File: src/rtl/sepn_snap.sv
// sepn_snap: demultiplexes a slot-interleaved sample stream into per-slot
// registers and can freeze one coherent full frame into a readable snapshot.
// Latency: live slot updates 1 clk after its cen cycle; rd_data 1 clk after rd_addr.
// Backpressure: none; the stream is qualified only by cen and cannot be stalled.
//
// Parameters:
//   WIDTH  sample width in bits
//   SLOTS  slots per frame (power of two, 8..32); AW = log2(SLOTS)
//   STG    pipeline stage of `mixed` relative to `cnt` (0..SLOTS-1)
//
// Ports:
//   clk, rst_n          rising-edge clock, asynchronous active-low reset
//   cen                 clock enable qualifying mixed/cnt
//   mixed, cnt          multiplexed sample and its slot counter
//   live                all slots' latest samples, slot k at [k*WIDTH +: WIDTH]
//   snap_req            level request for a full-frame snapshot
//   snap_busy           high while waiting for frame start or capturing
//   snap_done           one-clk pulse when a snapshot completes
//   snap_err            sticky counter-discontinuity flag
//   rd_addr, rd_data    registered snapshot read port
//
// Build option: define SEPN_SNAP_CHK_EN to enable counter-continuity checking
// during capture. Without it snap_err is tied low.

module sepn_snap #(
  parameter  int WIDTH = 10,
  parameter  int SLOTS = 32,
  parameter  int STG   = 0,
  localparam int AW    = $clog2(SLOTS)
) (
  input  logic                   clk,
  input  logic                   rst_n,
  input  logic                   cen,
  input  logic [WIDTH-1:0]       mixed,
  input  logic [AW-1:0]          cnt,
  output logic [SLOTS*WIDTH-1:0] live,
  input  logic                   snap_req,
  output logic                   snap_busy,
  output logic                   snap_done,
  output logic                   snap_err,
  input  logic [AW-1:0]          rd_addr,
  output logic [WIDTH-1:0]       rd_data
);

  // Offset that aligns the counter with the stage of `mixed`. STG <= SLOTS-1
  // keeps the sum positive, and the AW-bit add below wraps modulo SLOTS.
  localparam int OFS = (SLOTS + 1 - STG) % SLOTS;

  typedef enum logic [1:0] {
    S_IDLE,
    S_ARM,
    S_CAPTURE,
    S_DONE
  } state_t;

  state_t           r_state;
  logic             r_snap_done;
  logic [WIDTH-1:0] r_live [SLOTS];
  logic [WIDTH-1:0] r_snap [SLOTS];
  logic [WIDTH-1:0] r_rd_data;

  logic [AW-1:0]    w_adj;
  logic             w_last;
  logic             w_seq_ok;
  logic             w_snap_we;

  assign w_adj  = cnt + AW'(OFS);
  assign w_last = (w_adj == AW'(SLOTS - 1));

  // ---------------------------------------------------------------------------
  // Continuity check: in capture, each enabled sample must follow the slot
  // written just before it. r_prev_adj tracks the last slot committed to the
  // snapshot, so a break is detected against what was actually stored.
  // ---------------------------------------------------------------------------
`ifdef SEPN_SNAP_CHK_EN
  logic [AW-1:0] r_prev_adj;
  logic          r_snap_err;

  assign w_seq_ok = (w_adj == AW'(r_prev_adj + AW'(1)));

  always_ff @(posedge clk or negedge rst_n) begin
    if (!rst_n) begin
      r_prev_adj <= '0;
    end else if (w_snap_we) begin
      r_prev_adj <= w_adj;
    end
  end

  // Sticky until the next snapshot is requested, so software can see that a
  // completed frame was preceded by a restart.
  always_ff @(posedge clk or negedge rst_n) begin
    if (!rst_n) begin
      r_snap_err <= 1'b0;
    end else if (r_state == S_IDLE && snap_req) begin
      r_snap_err <= 1'b0;
    end else if (r_state == S_CAPTURE && cen && !w_seq_ok) begin
      r_snap_err <= 1'b1;
    end
  end

  assign snap_err = r_snap_err;
`else
  assign w_seq_ok = 1'b1;
  assign snap_err = 1'b0;
`endif

  // ---------------------------------------------------------------------------
  // Live slot registers: every enabled sample lands in its own slot.
  // ---------------------------------------------------------------------------
  always_ff @(posedge clk or negedge rst_n) begin
    if (!rst_n) begin
      for (int k = 0; k < SLOTS; k++) begin
        r_live[k] <= '0;
      end
    end else if (cen) begin
      r_live[w_adj] <= mixed;
    end
  end

  for (genvar g = 0; g < SLOTS; g++) begin : g_live
    assign live[g*WIDTH +: WIDTH] = r_live[g];
  end

  // ---------------------------------------------------------------------------
  // Snapshot write enable. Capture starts only at a frame boundary (slot 0)
  // so the stored frame is coherent; a discontinuous sample is never stored.
  // ---------------------------------------------------------------------------
  always_comb begin
    w_snap_we = 1'b0;
    case (r_state)
      S_ARM:     w_snap_we = cen && (w_adj == '0);
      S_CAPTURE: w_snap_we = cen && w_seq_ok;
      default:   w_snap_we = 1'b0;
    endcase
  end

  // ---------------------------------------------------------------------------
  // Snapshot control FSM with registered done pulse. The pulse is raised on
  // entry to DONE so it is high for exactly the one clk spent there.
  // ---------------------------------------------------------------------------
  always_ff @(posedge clk or negedge rst_n) begin
    if (!rst_n) begin
      r_state     <= S_IDLE;
      r_snap_done <= 1'b0;
    end else begin
      r_snap_done <= 1'b0;
      case (r_state)
        S_IDLE: begin
          if (snap_req) begin
            r_state <= S_ARM;
          end
        end
        S_ARM: begin
          if (w_snap_we) begin
            r_state <= S_CAPTURE;
          end
        end
        S_CAPTURE: begin
          if (cen) begin
            if (!w_seq_ok) begin
              // Restart on the next frame boundary; no done pulse.
              r_state <= S_ARM;
            end else if (w_last) begin
              r_state     <= S_DONE;
              r_snap_done <= 1'b1;
            end
          end
        end
        S_DONE: begin
          r_state <= S_IDLE;
        end
        default: begin
          r_state <= S_IDLE;
        end
      endcase
    end
  end

  // ---------------------------------------------------------------------------
  // Snapshot storage and registered read port. Each slot is written whole in
  // one clk, so a concurrent read returns either the old or the new word.
  // ---------------------------------------------------------------------------
  always_ff @(posedge clk or negedge rst_n) begin
    if (!rst_n) begin
      for (int k = 0; k < SLOTS; k++) begin
        r_snap[k] <= '0;
      end
    end else if (w_snap_we) begin
      r_snap[w_adj] <= mixed;
    end
  end

  always_ff @(posedge clk or negedge rst_n) begin
    if (!rst_n) begin
      r_rd_data <= '0;
    end else begin
      r_rd_data <= r_snap[rd_addr];
    end
  end

  assign rd_data   = r_rd_data;
  assign snap_done = r_snap_done;
  assign snap_busy = (r_state == S_ARM) || (r_state == S_CAPTURE);

endmodule

File: config.mk
export PLATFORM = sky130hd
export DESIGN_NAME = sepn_snap
export DESIGN_NICKNAME = d
export VERILOG_FILES = /design/src/rtl/sepn_snap.sv
export SDC_FILE = /design/constraint.sdc
export NUM_CORES = 1
export LEC_CHECK = 0
export BUFFER_PORTS_ARGS = -buffer_cell sky130_fd_sc_hd__buf_2
export CAP_MARGIN = 20
export CORE_ASPECT_RATIO = 1.1
export CORE_MARGIN = 3
export CORE_UTILIZATION = 50
export DETAILED_ROUTE_END_ITERATION = 8
export GPL_TIMING_DRIVEN = 0
export MAX_ROUTING_LAYER = met4
export PLACE_DENSITY_LB_ADDON = 0.1
export SETUP_SLACK_MARGIN = 0.02
export SYNTH_ARGS = -nofsm -noshare
export SYNTH_HDL_FRONTEND = slang
export SYNTH_SLANG_ARGS = --single-unit
File: constraint.sdc
create_clock -name clk -period 2.3 [get_ports clk]
set_clock_uncertainty 0.2 [all_clocks]
set_input_delay 0.46 -clock clk [delete_from_list [all_inputs] [get_ports clk]]
set_output_delay 0.46 -clock clk [all_outputs]
set_load 0.02 [all_outputs]
==> flow_summary.toml <==
[outcome]
status = "complete, but fails checks"
violations = "negative hold slack, negative setup slack"

[synthesis]
syn_avg_cell_area_sq_um = 14.8
synth_top_area_share_pct = 59.1
netlist-cell-type-count = 53
synth_top_area_cell = "dfrtp_1"
async_flop_share_pct = 100
ys_seq_area_share_pct = 59.1
ys.flop_type = "dfrtp_1"
synth-edff-count = 0
syn_inst = 1864
synth-seq-cells = 653
synth_nets = 1891
yosysWarnings = 0
synthTopCellsByArea = "dfrtp_1, mux2_2, mux2i_1"
synth_area_sq_um = 27600

[critical_path]
r2r-start = "r_state[0]$_DFFE_PN0P_"
crit_path_end_kind = "register"
rr_endpoint = "r_snap[176]$_DFFE_PN0P_"
crit_type = "reg -> reg"
crit_path_start = "r_state[0]$_DFFE_PN0P_"
arrival_ps = 2660
r2r_slack_ps = -80
r2r_cells = 8
start_kind = "register"
crit_required_ps = 2580
crit_path_max_fanout = 10
cp-endpoint = "r_snap[176]$_DFFE_PN0P_"

[pwr]
p_leak_nw = 17.0
pwr-share-comb_pct = 23.5
power_density_nw_per_um2 = 1020
switchingPower_mw = 10.5
totalPowerFinal_mw = 34.6
pwr-share-clk_pct = 32.3
power_frac_seq_pct = 44.3
power.internal_mw = 24.1
ir_drop_uv = 697
p_sw_share_pct = 30.2

[sta]
rsz0062_at_grt = "yes"
setup_viol = 47
fin_crit_sh_pct = 103
hold_slack_ps = -432
period_needed_ps = 2380
fin_ws_ps = -79.5
hold_violations = 98
max_slew_margin_pct = 22.4
drv_slew = 0
worst_slew_pin_slew_ps = 1160
max_freq_mhz = 420

[die]
fp.dieH_um = 253
die_x_um = 230
coreArea_sq_um = 54100
io_pins = 357
rows = 89
start_util_pct = 51.1
die-area_sq_um = 58200

[route]
wl_um = 81800
antenna_left = 0
post-route-drc-count = 0
via_count = 17700
avgRoutedWirePerCell_um = 26.4
via_per_inst = 5.70
drt_iter0_markers = 1067
drt_pass1_iterations = 4

[cells_and_area]
nets = 2347
seqCellArea_sq_um = 16300
nFillCells = 4234
most-common-layout-cells = "dfrtp_1, mux2_2, buf_2, mux2i_1, clkbuf_1"
final_layout_size_suffix_gt1_share_pct = 51.8
synthToLayoutAreaGrowth_pct = 22.7
fin_area_sq_um = 33900
fin_cells = 3103
layout_commonest_cell = "dfrtp_1"
multi_input_area_sq_um = 11300

[placement]
io_buffers = 341
place_inst = 2940
dp_slack_ps = -738
placedInstanceArea_sq_um = 30500
dpl.hpwl_um = 56400
gp_congestion = 0.822

[clock_tree]
clockBufferDepth = 3
numClockSinks = 653
cts_tree = "done"
cts_root_buf = "clkbuf_16"
clk_pin_slew_ps = 60
cts_buffers = 69
cts-htree-levels = 3
clk-insertion-delay-late_ps = 610

[grt]
globalRoute.totalOverflow = 0
grtUsageTotal_pct = 29.1
grt_max_degree = 117
grt_pass1_wl_um = 124000
antenna_found_initial = 3
grt_pass1_vias = 19100

[hold_path]
hold_class = "in -> async"

[flow_run]
cap_violations = 0
## power groups by stage
| stage | Combinational (mW) | Clock [mW] | Sequential (mW) |
|---|---|---|---|
| 6_report | 8.11 | 11.2 | 15.3 |
| 3_3_place_gp | 7.59 | 0 | 15.3 |
| 4_1_cts | 8.10 | 11.3 | 15.3 |
| 2_1_floorplan | 3.39 | 0 | 16.7 |
| 5_1_grt | 8.65 | 11.8 | 15.6 |
| 3_5_place_dp | 7.77 | 0 | 15.4 |
## final cells by class
type                            count  share of cell area (%)
Antenna cell                        3                  0.0221
Buffer                            126                    1.58
Clock buffer                      106                    6.10
Clock inverter                     17                   0.572
Inverter                            5                  0.0553
Multi-Input combinational cell   1076                    33.2
Sequential cell                   653                    48.2
Tap cell                          728                    2.69
Timing Repair Buffer              389                    7.59
## registers in the layout, indices dropped and copies added, names as in the netlist
| signal | cells |
|---|---|
| r_state | 2 |
| r_snap | 320 |
| rd_data | 10 |
| snap_done | 1 |
| live | 320 |
## synthesized netlist by cell type (2+ instances only)
library cell  instances
nor2b_1               2
nor3b_2               2
nor2_8                4
inv_1                 4
mux2i_1             161
nand2_2              10
and2_1                3
buf_1                17
nor2_4               14
a31oi_1              10
a22o_1               20
nand3_1              22
nand2b_1              6
a22oi_1              40
clkbuf_1             82
a21oi_1              20
nand2_1              41
or3_1                 4
nor3_4                5
nor2_2               14
mux2_2              620
dfrtp_1             653
buf_2                28
nor3b_1               2
buf_4                 3
ha_1                  3
nor3_1               13
nor2_1                5
nand3b_1              2
mux2_1               21
nor3_2                2
nand4_1              10
## worst min path at each step
| stage | startpoint | to | slack (ps) | cells after the start |
|---|---|---|---|---|
| after floorplan | rst_n | live[0]$_DFFE_PN0P_ | -40 | 0 |
| after global placement | r_snap[167]$_DFFE_PN0P_ | r_snap[167]$_DFFE_PN0P_ | 270 | 1 |
| after detailed placement | rst_n | live[303]$_DFFE_PN0P_ | 280 | 1 |
| after CTS | rst_n | live[303]$_DFFE_PN0P_ | -360 | 1 |
| after global routing | rst_n | live[300]$_DFFE_PN0P_ | -400 | 1 |
| final | rst_n | live[302]$_DFFE_PN0P_ | -430 | 1 |
## worst max-delay path: stages (launching register included)
cell and delay [ps]:
dfrtp_1 370, inv_2 70, ha_4 290, nand3_4 90, or3b_4 470, buf_6 170
nor2_4 110, buf_12 170, mux2_4 310
## per-stage QoR
| step | hold WS [ps] | utilization [%] | setup TNS, ps |
|---|---|---|---|
| 3_3_place_gp | 267 | 56.1 | -8318580 |
| 5_1_grt | -402 | 62.7 | -6620 |
| 4_1_cts | -364 | 62.3 | -6990 |
| 3_5_place_dp | 275 | 56.4 | -294260 |
| 2_1_floorplan | -35.6 | - | -1340 |
| 6_report | -432 | 62.7 | -2320 |
## kinds of logic (layout without fill, tap and decap cells)
logic type | Yosys count | after routing | share of synthesized area (%)
muxes | 802 | 802 | 31.9
DFF | 653 | 653 | 59.1
and+or+nand+nor | 172 | 172 | 4.19
buffers and inverters | 135 | 643 | 2.00
AOI/OAI and AO/OA | 97 | 97 | 2.55
adders and majority gates | 3 | 3 | 0.136
other | 1 | 4 | 0.0136
xor gates and xnor gates | 1 | 1 | 0.0589
## routing by layer
metal / vias to the layer above / track usage [%] / wire length (um)
met3: 139 / 6.97 / 5330
met1: 9415 / 37.5 / 34300
met2: 508 / 45.9 / 39600
met5: - / - / 0
met4: 0 / 9.64 / 2640
li1: 7620 / - / -
## repair_timing
item,4_1_cts,5_1_grt
pin swaps,22,16
setup buffers,32,6
gates cloned,4,1
gates resized for setup,95,43
endpoints found under the hold margin,77,77
setup endpoints to repair,411,403
Note: power is estimated with default switching activity, not from simulation.
